--- config.mk ---
export PLATFORM = sky130hd
export DESIGN_NAME = reorder_buffer_flat
export DESIGN_NICKNAME = d
export VERILOG_FILES = /design/src/rtl/reorder_buffer_pkg.sv /design/src/rtl/reorder_buffer_if.sv /design/src/rtl/reorder_buffer.sv /design/src/flat_wrapper.sv
export SDC_FILE = /design/constraint.sdc
export NUM_CORES = 1
export LEC_CHECK = 0
export CAP_MARGIN = 0
export CORE_AREA = 3 3 383 309
export DETAILED_ROUTE_END_ITERATION = 7
export DIE_AREA = 0 0 386 312
export PLACE_DENSITY_LB_ADDON = 0.1
export SYNTH_ARGS = -nofsm -noshare
export SYNTH_HDL_FRONTEND = slang
export SYNTH_SLANG_ARGS = --single-unit
export TNS_END_PERCENT = 10
--- constraint.sdc ---
create_clock -name clk_in -period 4 [get_ports clk_in]
set_clock_uncertainty 0.1 [all_clocks]
set_input_delay 1 -clock clk_in [delete_from_list [all_inputs] [get_ports clk_in]]
set_output_delay 1 -clock clk_in [all_outputs]
set_load 0.1 [all_outputs]
--- src/rtl/reorder_buffer_pkg.sv ---
// Shared widths, entry layout and operand-query helpers for the reorder buffer.
package reorder_buffer_pkg;

  localparam int ROB_WIDTH_BIT = 3;
  localparam int REG_ID_BIT    = 5;
  localparam int ROB_WIDTH     = 1 << ROB_WIDTH_BIT;
  localparam int CNT_BIT       = ROB_WIDTH_BIT + 1;

  typedef logic [ROB_WIDTH_BIT-1:0] rob_id_t;
  typedef logic [REG_ID_BIT-1:0]    reg_id_t;
  typedef logic [CNT_BIT-1:0]       rob_cnt_t;

  typedef struct packed {
    logic        busy;
    logic        ready;
    logic        has_rd;
    reg_id_t     rd;
    logic [31:0] value;
    logic        mispredict;
    logic [31:0] target;
  } rob_entry_t;

  // An entry answers a query once it holds a result or is being completed right now.
  function automatic logic query_ready(rob_entry_t e, logic wb_hit);
    return e.busy && (e.ready || wb_hit);
  endfunction

  // A same-cycle broadcast takes priority over the stored result; not-ready reads as zero.
  function automatic logic [31:0] query_value(rob_entry_t e, logic wb_hit, logic [31:0] wb_value);
    logic [31:0] result;
    result = '0;
    if (query_ready(e, wb_hit)) begin
      result = wb_hit ? wb_value : e.value;
    end
    return result;
  endfunction

endpackage

--- src/rtl/reorder_buffer_if.sv ---
// Commit and flush bus between the reorder buffer and the register file.
interface reorder_buffer_if;
  import reorder_buffer_pkg::*;

  logic        write_en;
  reg_id_t     reg_id;
  rob_id_t     rob_id;
  logic [31:0] value;
  logic        clear_all;

  modport master (output write_en, reg_id, rob_id, value, clear_all);
  modport slave  (input  write_en, reg_id, rob_id, value, clear_all);

endinterface

--- src/rtl/reorder_buffer.sv ---
// Circular reorder buffer: allocates at issue, collects results, retires in
// program order and flushes everything when a mispredicted branch retires.
module reorder_buffer
  import reorder_buffer_pkg::*;
#(
  // Must be a power of two no larger than ROB_WIDTH.
  parameter int DEPTH = ROB_WIDTH
) (
  input  logic             clk_in,
  input  logic             rst_n_in,
  input  logic             rdy_in,
  input  logic             issue_en,
  input  logic             issue_has_rd,
  input  reg_id_t          issue_rd,
  output rob_id_t          alloc_id,
  output logic             full,
  input  logic             wb_en,
  input  rob_id_t          wb_id,
  input  logic [31:0]      wb_value,
  input  logic             wb_mispredict,
  input  logic [31:0]      wb_target,
  input  rob_id_t          q1_id,
  input  rob_id_t          q2_id,
  output logic             q1_ready,
  output logic             q2_ready,
  output logic [31:0]      q1_value,
  output logic [31:0]      q2_value,
  output logic             redirect_en,
  output logic [31:0]      redirect_pc,
  reorder_buffer_if.master commit_bus
);

  rob_entry_t entries [DEPTH];
  rob_id_t    head;
  rob_id_t    tail;
  rob_cnt_t   count;

  rob_entry_t head_entry;
  logic       do_issue;
  logic       do_commit;
  logic       do_flush;

  function automatic rob_id_t next_ptr(rob_id_t p);
    return (p == rob_id_t'(DEPTH - 1)) ? '0 : p + 1'b1;
  endfunction

  assign alloc_id   = tail;
  assign full       = (count == rob_cnt_t'(DEPTH));
  assign head_entry = entries[head];
  assign do_issue   = issue_en && !full;
  assign do_commit  = head_entry.busy && head_entry.ready;
  assign do_flush   = do_commit && head_entry.mispredict;

  // Two identical operand-query muxes that also see the current writeback.
  always_comb begin
    q1_ready = query_ready(entries[q1_id], wb_en && (wb_id == q1_id));
    q2_ready = query_ready(entries[q2_id], wb_en && (wb_id == q2_id));
    q1_value = query_value(entries[q1_id], wb_en && (wb_id == q1_id), wb_value);
    q2_value = query_value(entries[q2_id], wb_en && (wb_id == q2_id), wb_value);
  end

  // Entry bookkeeping, in-order retirement and registered commit/flush pulses.
  always_ff @(posedge clk_in) begin
    if (!rst_n_in) begin
      for (int i = 0; i < DEPTH; i++) begin
        entries[i] <= '0;
      end
      head                 <= '0;
      tail                 <= '0;
      count                <= '0;
      commit_bus.write_en  <= 1'b0;
      commit_bus.reg_id    <= '0;
      commit_bus.rob_id    <= '0;
      commit_bus.value     <= '0;
      commit_bus.clear_all <= 1'b0;
      redirect_en          <= 1'b0;
      redirect_pc          <= '0;
    end else begin
      commit_bus.write_en  <= 1'b0;
      commit_bus.clear_all <= 1'b0;
      redirect_en          <= 1'b0;

      if (rdy_in) begin
        if (do_commit) begin
          commit_bus.write_en <= head_entry.has_rd;
          commit_bus.reg_id   <= head_entry.rd;
          commit_bus.rob_id   <= head;
          commit_bus.value    <= head_entry.value;
        end

        if (do_flush) begin
          for (int i = 0; i < DEPTH; i++) begin
            entries[i] <= '0;
          end
          head                 <= '0;
          tail                 <= '0;
          count                <= '0;
          commit_bus.clear_all <= 1'b1;
          redirect_en          <= 1'b1;
          redirect_pc          <= head_entry.target;
        end else begin
          if (wb_en && entries[wb_id].busy) begin
            entries[wb_id].ready      <= 1'b1;
            entries[wb_id].value      <= wb_value;
            entries[wb_id].mispredict <= wb_mispredict;
            entries[wb_id].target     <= wb_target;
          end

          if (do_issue) begin
            entries[tail].busy       <= 1'b1;
            entries[tail].ready      <= 1'b0;
            entries[tail].has_rd     <= issue_has_rd;
            entries[tail].rd         <= issue_rd;
            entries[tail].value      <= '0;
            entries[tail].mispredict <= 1'b0;
            entries[tail].target     <= '0;
            tail                     <= next_ptr(tail);
          end

          if (do_commit) begin
            entries[head].busy <= 1'b0;
            head               <= next_ptr(head);
          end

          case ({do_issue, do_commit})
            2'b10:   count <= count + 1'b1;
            2'b01:   count <= count - 1'b1;
            default: count <= count;
          endcase
        end
      end
    end
  end

endmodule

--- src/flat_wrapper.sv ---
// flat-port wrapper written by rule: the top's interface ports become plain ports
module reorder_buffer_flat import reorder_buffer_pkg::*;
#(
                                                     
  parameter int DEPTH = ROB_WIDTH
)
  (clk_in, rst_n_in, rdy_in, issue_en, issue_has_rd, issue_rd, alloc_id, full, wb_en, wb_id, wb_value, wb_mispredict, wb_target, q1_id, q2_id, q1_ready, q2_ready, q1_value, q2_value, redirect_en, redirect_pc, commit_bus_write_en, commit_bus_reg_id, commit_bus_rob_id, commit_bus_value, commit_bus_clear_all);
  reorder_buffer_if commit_bus_i ();
  input  logic clk_in;
  input  logic rst_n_in;
  input  logic rdy_in;
  input  logic issue_en;
  input  logic issue_has_rd;
  input  reg_id_t issue_rd;
  output rob_id_t alloc_id;
  output logic full;
  input  logic wb_en;
  input  rob_id_t wb_id;
  input  logic [31:0] wb_value;
  input  logic wb_mispredict;
  input  logic [31:0] wb_target;
  input  rob_id_t q1_id;
  input  rob_id_t q2_id;
  output logic q1_ready;
  output logic q2_ready;
  output logic [31:0] q1_value;
  output logic [31:0] q2_value;
  output logic redirect_en;
  output logic [31:0] redirect_pc;
  output wire logic [$bits(commit_bus_i.write_en)-1:0] commit_bus_write_en;
  output wire logic [$bits(commit_bus_i.reg_id)-1:0] commit_bus_reg_id;
  output wire logic [$bits(commit_bus_i.rob_id)-1:0] commit_bus_rob_id;
  output wire logic [$bits(commit_bus_i.value)-1:0] commit_bus_value;
  output wire logic [$bits(commit_bus_i.clear_all)-1:0] commit_bus_clear_all;
  assign commit_bus_write_en = commit_bus_i.write_en;
  assign commit_bus_reg_id = commit_bus_i.reg_id;
  assign commit_bus_rob_id = commit_bus_i.rob_id;
  assign commit_bus_value = commit_bus_i.value;
  assign commit_bus_clear_all = commit_bus_i.clear_all;
  reorder_buffer #(.DEPTH(DEPTH)) u_core (.clk_in(clk_in), .rst_n_in(rst_n_in), .rdy_in(rdy_in), .issue_en(issue_en), .issue_has_rd(issue_has_rd), .issue_rd(issue_rd), .alloc_id(alloc_id), .full(full), .wb_en(wb_en), .wb_id(wb_id), .wb_value(wb_value), .wb_mispredict(wb_mispredict), .wb_target(wb_target), .q1_id(q1_id), .q2_id(q2_id), .q1_ready(q1_ready), .q2_ready(q2_ready), .q1_value(q1_value), .q2_value(q2_value), .redirect_en(redirect_en), .redirect_pc(redirect_pc), .commit_bus(commit_bus_i));
endmodule
Word level (Yosys, flattened, before mapping)
Memory sizes are Yosys's and may differ from the RTL's. A register that Yosys moved wholly into a read port is not among the register bits.
Cells that the tools add are included.
{"block": "totals", "ff_bits": 84, "ramBits": 584, "inputBits": 85, "output_inout_bits": 145, "elab_cells": 103, "n_memories": 1}
{"block": "op_classes", "add_sub_neg": 4, "eq_ne": 7, "muxes": 51, "bitwise": 8, "n_reduce_logical": 23}
{"memory": "u_core.entries", "depth": 8, "width": 73, "rd": 4, "rd_ports_with_merged_regs": 1, "write_ports": 8, "line_no": "reorder_buffer.sv:33", "rtl": "rob_entry_t entries [DEPTH];"}
{"op": "73-bit 2-to-1 mux", "n": 11}
{"op": "73-bit OR reduction", "n": 3}
{"op": "32-bit 2-to-1 mux", "n": 4}
{"op": "3-bit 2-to-1 mux", "n": 11}
{"op": "1-bit 2-to-1 mux", "n": 21}
{"op": "2-bit AND reduction", "n": 5}
{"op": "1-bit logical AND", "n": 8}
{"op": "1-bit bitwise OR", "n": 8}
{"op": "4-bit case mux with 2 select lines", "n": 1}
{"op": "3-bit by 1-bit adder with 3-bit output, second input constant", "n": 2}
{"op": "3-bit equality test", "n": 2}
{"op": "3-bit equality test, second input constant", "n": 2}
{"op": "4-bit by 1-bit adder with 4-bit output, second input constant", "n": 1}
{"op": "4-bit equality test, second input constant", "n": 1}
{"op": "2-bit 2-to-1 mux", "n": 2}
{"op": "4-bit 2-to-1 mux", "n": 1}
{"op": "2-bit nonzero test", "n": 2}
{"op": "4-bit by 1-bit subtractor with 4-bit output, second input constant", "n": 1}
{"op": "3-bit AND reduction", "n": 1}
{"op": "3-bit nonzero test", "n": 1}
{"op": "2-bit by 1-bit equality test with 1-bit output, second input constant", "n": 1}
{"op": "2-bit equality test, second input constant", "n": 1}
{"op": "1-bit logical OR", "n": 2}
{"op": "1-bit logical NOT", "n": 1}

Longest topological paths before layout
{"block": "logic_depth", "ltp_word": 10, "mapped_depth": 12, "ltp_nobuf": 12}

Worst setup path after synthesis
No wires, ideal clock.
{"block": "synth_timing", "kind": "in2out", "startpoint": "in q2_id[0]", "endpoint": "out q2_value[10]", "arrival_time_ns": 4.850, "required_ns": 2.900, "path_slack_ns": -1.950, "path_stages": 7, "path_buffers": 4, "cell_sequence": "buf_2 buf_2 buf_1 clkbuf_1 mux4_2 mux2i_1 a211oi_1"}
{"block": "synth_between", "elab_chain_cells": 5, "word_cells_on_any_way": 7, "classes_between": "eq/ne (1); mux (2); reduce/logical (3); memory (1)"}
{"item": "start, declared", "line_no": "flat_wrapper.sv:23", "rtl": "input rob_id_t q2_id;"}
{"item": "parallel branches: the longest is 4 deep, another holds memory read 8 x 73 bit"}
{"item": "32-bit 2-to-1 mux *", "line_no": "reorder_buffer_pkg.sv:32", "rtl": "if (query_ready(e, wb_hit)) begin"}
{"item": "end, declared", "line_no": "flat_wrapper.sv:27", "rtl": "output logic [31:0] q2_value;"}
Every way passes the cells marked *.

Worst setup path in the final report
{"block": "layout_timing", "startpoint": "in q1_id[0]", "endpoint": "out q1_value[5]"}
{"block": "layout_between", "elab_chain_cells": 5, "word_cells_on_any_way": 7, "classes_between": "eq/ne (1); mux (2); reduce/logical (3); memory (1)"}
{"item": "start, declared", "line_no": "flat_wrapper.sv:22", "rtl": "input rob_id_t q1_id;"}
{"item": "parallel branches: the longest is 4 deep, another holds memory read 8 x 73 bit"}
{"item": "32-bit 2-to-1 mux *", "line_no": "reorder_buffer_pkg.sv:32"}
{"item": "end, declared", "line_no": "flat_wrapper.sv:26", "rtl": "output logic [31:0] q1_value;"}
Marks and branches as above.

==> metrics.txt <==
status=finished, final reports clean; I/O pins=between 200 and 250; Synth Cell Area=34300 um2; crit-path cells=buf_12 > buf_6 > xnor2_2 > nand4_1 > a211oi_2 > a31oi_4 > buf_12 > buf_16 > a211oi_4 > buf_12; Clock Latency Late Sink=between 0.6 and 0.7 ns; routed vias=around 29000; Ys Warns=0; Combinational Power Share=0.056; Clock transition at path regs=0.06 ns; Worst-Margin Slew=roughly 1.0 ns; clock group share of total power=0.485; initial antenna violation count=7; buffers and inverters on the worst path=5; sequential share of power=0.459; clock buffer count from CTS=slightly below 80; Syn Area/Cell=approximately 9.6 um2; Worst Hold Class=flop to flop; period utilisation layout=0.992; fmax=about 0.25 GHz; Layout area overhead=27.9%; placer's final routability congestion estimate=0.781; Crit Path Max Fanout=7; R2R depth=11; post-route core utilization=0.383; Pre-Repair DR Iteration Count=5; HPWL after DPL=about 80000 um; die footprint=120000 um2; Mapped Cells=approximately 3600; crit path capture type=output port; main flop type after synthesis=dfxtp_1; Initial Utilization=0.299; Leak=14.0 nW; slowest CP cell=a211oi_2; GR Overflow Total=0; GRT Resource Usage Total=0.218; CTS Buffer Depth=3; pwr dens=between 300 and 400 nW/um2; Largest stage delay, worst path=about 0.35 ns; worst vdd ir=292 uV; Worst slew margin=0.306; Final Non-Filler Cells=5300; post-synthesis mux area share=0.227; Distinct cells, synth=50; Post-Synth XOR/XNOR Area=0.00204; TritonCTS clock tree=yes; delay-heaviest family, CP=buffers and inverters; vias in the first global route=~28000; cell repeated most along the worst path=buf_12; DIE HEIGHT=about 310 um; dpl ws=-0.597 ns; simple-gate area share of the yosys netlist=0.197; cell internal pwr=~11 mW; DRC=0; Fin. Hold Viols=0; Worst EP required=2.90 ns; Critical Path End=q1_value[5]; total power=14.8 mW; root buf cell=clkbuf_16; Nets=around 3800; crit path kind=input pin to output port; # setup viols final=0; NetSw=~3.6 mW; RSZ-0062 raised after global routing=true; #FFs+latches synth=about 670; WL per Instance=around 25 um; Critical Path Start Type=input pin; Placeable Area=between 100000 and 150000 um2; register area share after synthesis=0.406; Worst Setup Slack, final=between 0.03 and 0.04 ns; Post-synth ARST share=0; Buffers on Ports=around 230; setup TNS=0 ns; Die W=just under 400 um; H-tree Lvls=3; r2r endpoint=u_core.count[3]$_SDFFE_PN0P_; WP depth=10; vias per std cell=5.44; Compound-Gate Fraction of Synth Area=0.112; WL final=134000 um; Final Slew Violations=0; reg-to-reg slack, setup=0.66 ns; Detailed Route Iter0 Violations=around 2500; Period minus WS final=roughly 4 ns; largest family of logic cells by synthesized area=multiplexers; row count=~110; Worst EP arrival=~2.9 ns; max_cap viols=0; CTS Sinks=around 670; Final ANT Viol Nets=0; largest net degree at the start of global routing=74; first-pass GRT wire length=between 150000 and 200000 um; placed cell count=roughly 5000; post-synthesis adder-cell area fraction=0.00314; share of cells above drive strength 1=0.221; Post-synth EDFFs=between 40 and 50; CP Launch Point=q1_id[0]; Hold Buf Count CTS=0; syn nets=approximately 3700; sw frac=0.242
==> metrics by stage <==
stage | cell area (um2) | hold WS [ns]
after CTS | 43800 | 0.356
after global routing | 43900 | 0.379
after detailed placement | 41100 | 0.342
after floorplan | 35400 | 0.341
final | 43900 | 0.353
after global placement | 41100 | 0.340
==> per-layer routing <==
layer | vias up | global-route usage | share of wire | wire [um]
li1 | 13200 | - | - | -
met1 | 14600 | 0.324 | 0.47 | 63100
met2 | 857 | 0.327 | 0.45 | 59600
met3 | 162 | 0.0412 | 0.063 | 8390
met4 | 0 | 0.0486 | 0.019 | 2560
met5 | - | 0 | 0 | 0
==> kinds of logic after synthesis <==
kind of cell    after synthesis
fa+ha+maj                     8
simple gates               1330
buf+inv                     439
compound gates              702
flops                       671
mux                         424
xor+xnor                      8
==> power by group through the flow <==
stage	Clock [mW]	Combinational (mW)	Sequential, mW
6_report	7.17	0.827	6.80
5_1_grt	7.63	0.877	6.80
4_1_cts	7.37	0.830	6.80
3_5_place_dp	0	0.820	6.95
2_1_floorplan	0	0.444	6.95
3_3_place_gp	0	0.825	6.95
==> state kept, by name, indices dropped and copies added (netlist names), named ones only <==
| name | flops |
|---|---|
| u_core.commit_bus.reg_id | 5 |
| u_core.commit_bus.clear_all | 1 |
| u_core.head | 3 |
| u_core.alloc_id | 3 |
| u_core.commit_bus.write_en | 1 |
| u_core.redirect_pc | 32 |
| u_core.entries | 584 |
| u_core.commit_bus.rob_id | 3 |
| u_core.commit_bus.value | 32 |
| u_core.count | 4 |
==> worst reg2reg max path, delay by kind of cell, from the launching register on <==
kind            cells  cell delay, ns
compound gates      3            0.58
xor+xnor            1            0.16
fa+ha+maj           2            0.51
buf+inv             1            0.09
flops               1            0.58
mux                 2            1.01
simple gates        2            0.20
==> synthesized netlist by cell type (13+ instances only) <==
| cell type | count | area, um2 |
|---|---|---|
| dfxtp_1 | 623 | 12500 |
| nand2_1 | 582 | 2180 |
| a21oi_1 | 542 | 2710 |
| nand3b_1 | 329 | 2470 |
| mux4_2 | 282 | 6350 |
| clkbuf_1 | 246 | 923 |
| nand3_1 | 208 | 1040 |
| mux2i_1 | 138 | 1380 |
| nor2_1 | 126 | 473 |
| buf_2 | 113 | 566 |
| a211oi_1 | 102 | 766 |
| buf_1 | 54 | 203 |
| and2_1 | 52 | 325 |
| edfxtp_1 | 48 | 1440 |
| o21ai_0 | 35 | 175 |
| buf_4 | 13 | 97.6 |
==> layout by cell type, fill, tap and decap left out, types with 10 or more instances in the layout <==
cell type        count
a211oi_1            37
a211oi_4            64
a21oi_1            535
and2_1              52
buf_12             148
buf_4              164
clkbuf_1            22
clkbuf_16           82
clkbuf_8            10
clkdlybuf4s50_1    146
clkinv_1            10
dfxtp_1            612
edfxtp_1            48
mux2i_1            138
mux4_2             282
nand2_1            582
nand3_1            207
nand3b_1           329
nor2_1             126
o21ai_0             34
==> cell type report <==
cell class	count	area, um2
fillers	11200	70700
multi-input cells	2472	19600
flip-flops and latches	671	13900
repair buffers	475	5890
clock buffers	114	2270
well taps	1525	1910
clock inverters	26	225
inverters	12	48.8
diodes	5	12.5
==> worst min-delay path by stage <==
stage / cells after the start / endpoint / startpoint
finish: 2 / u_core.redirect_pc[26]$_SDFFE_PN0N_ / u_core.redirect_pc[26]$_SDFFE_PN0N_
global placement: 2 / u_core.redirect_pc[7]$_SDFFE_PN0N_ / u_core.redirect_pc[7]$_SDFFE_PN0N_
detailed placement: 2 / u_core.redirect_pc[26]$_SDFFE_PN0N_ / u_core.redirect_pc[26]$_SDFFE_PN0N_
CTS: 2 / u_core.redirect_pc[26]$_SDFFE_PN0N_ / u_core.redirect_pc[26]$_SDFFE_PN0N_
global route: 2 / u_core.redirect_pc[1]$_SDFFE_PN0N_ / u_core.redirect_pc[1]$_SDFFE_PN0N_
floorplan: 2 / u_core.entries[5][26]$_SDFFE_PN0P_ / u_core.entries[5][26]$_SDFFE_PN0P_
==> timing repair <==
| item | CTS | global route |
|---|---|---|
| pin swaps | 13 | 8 |
| gates resized for setup | 33 | 15 |
| cloned | 1 | 0 |
| setup endpoints to repair | 66 | 65 |
| buffers inserted | 8 | 4 |
Note: power is estimated with default switching activity, not from simulation.
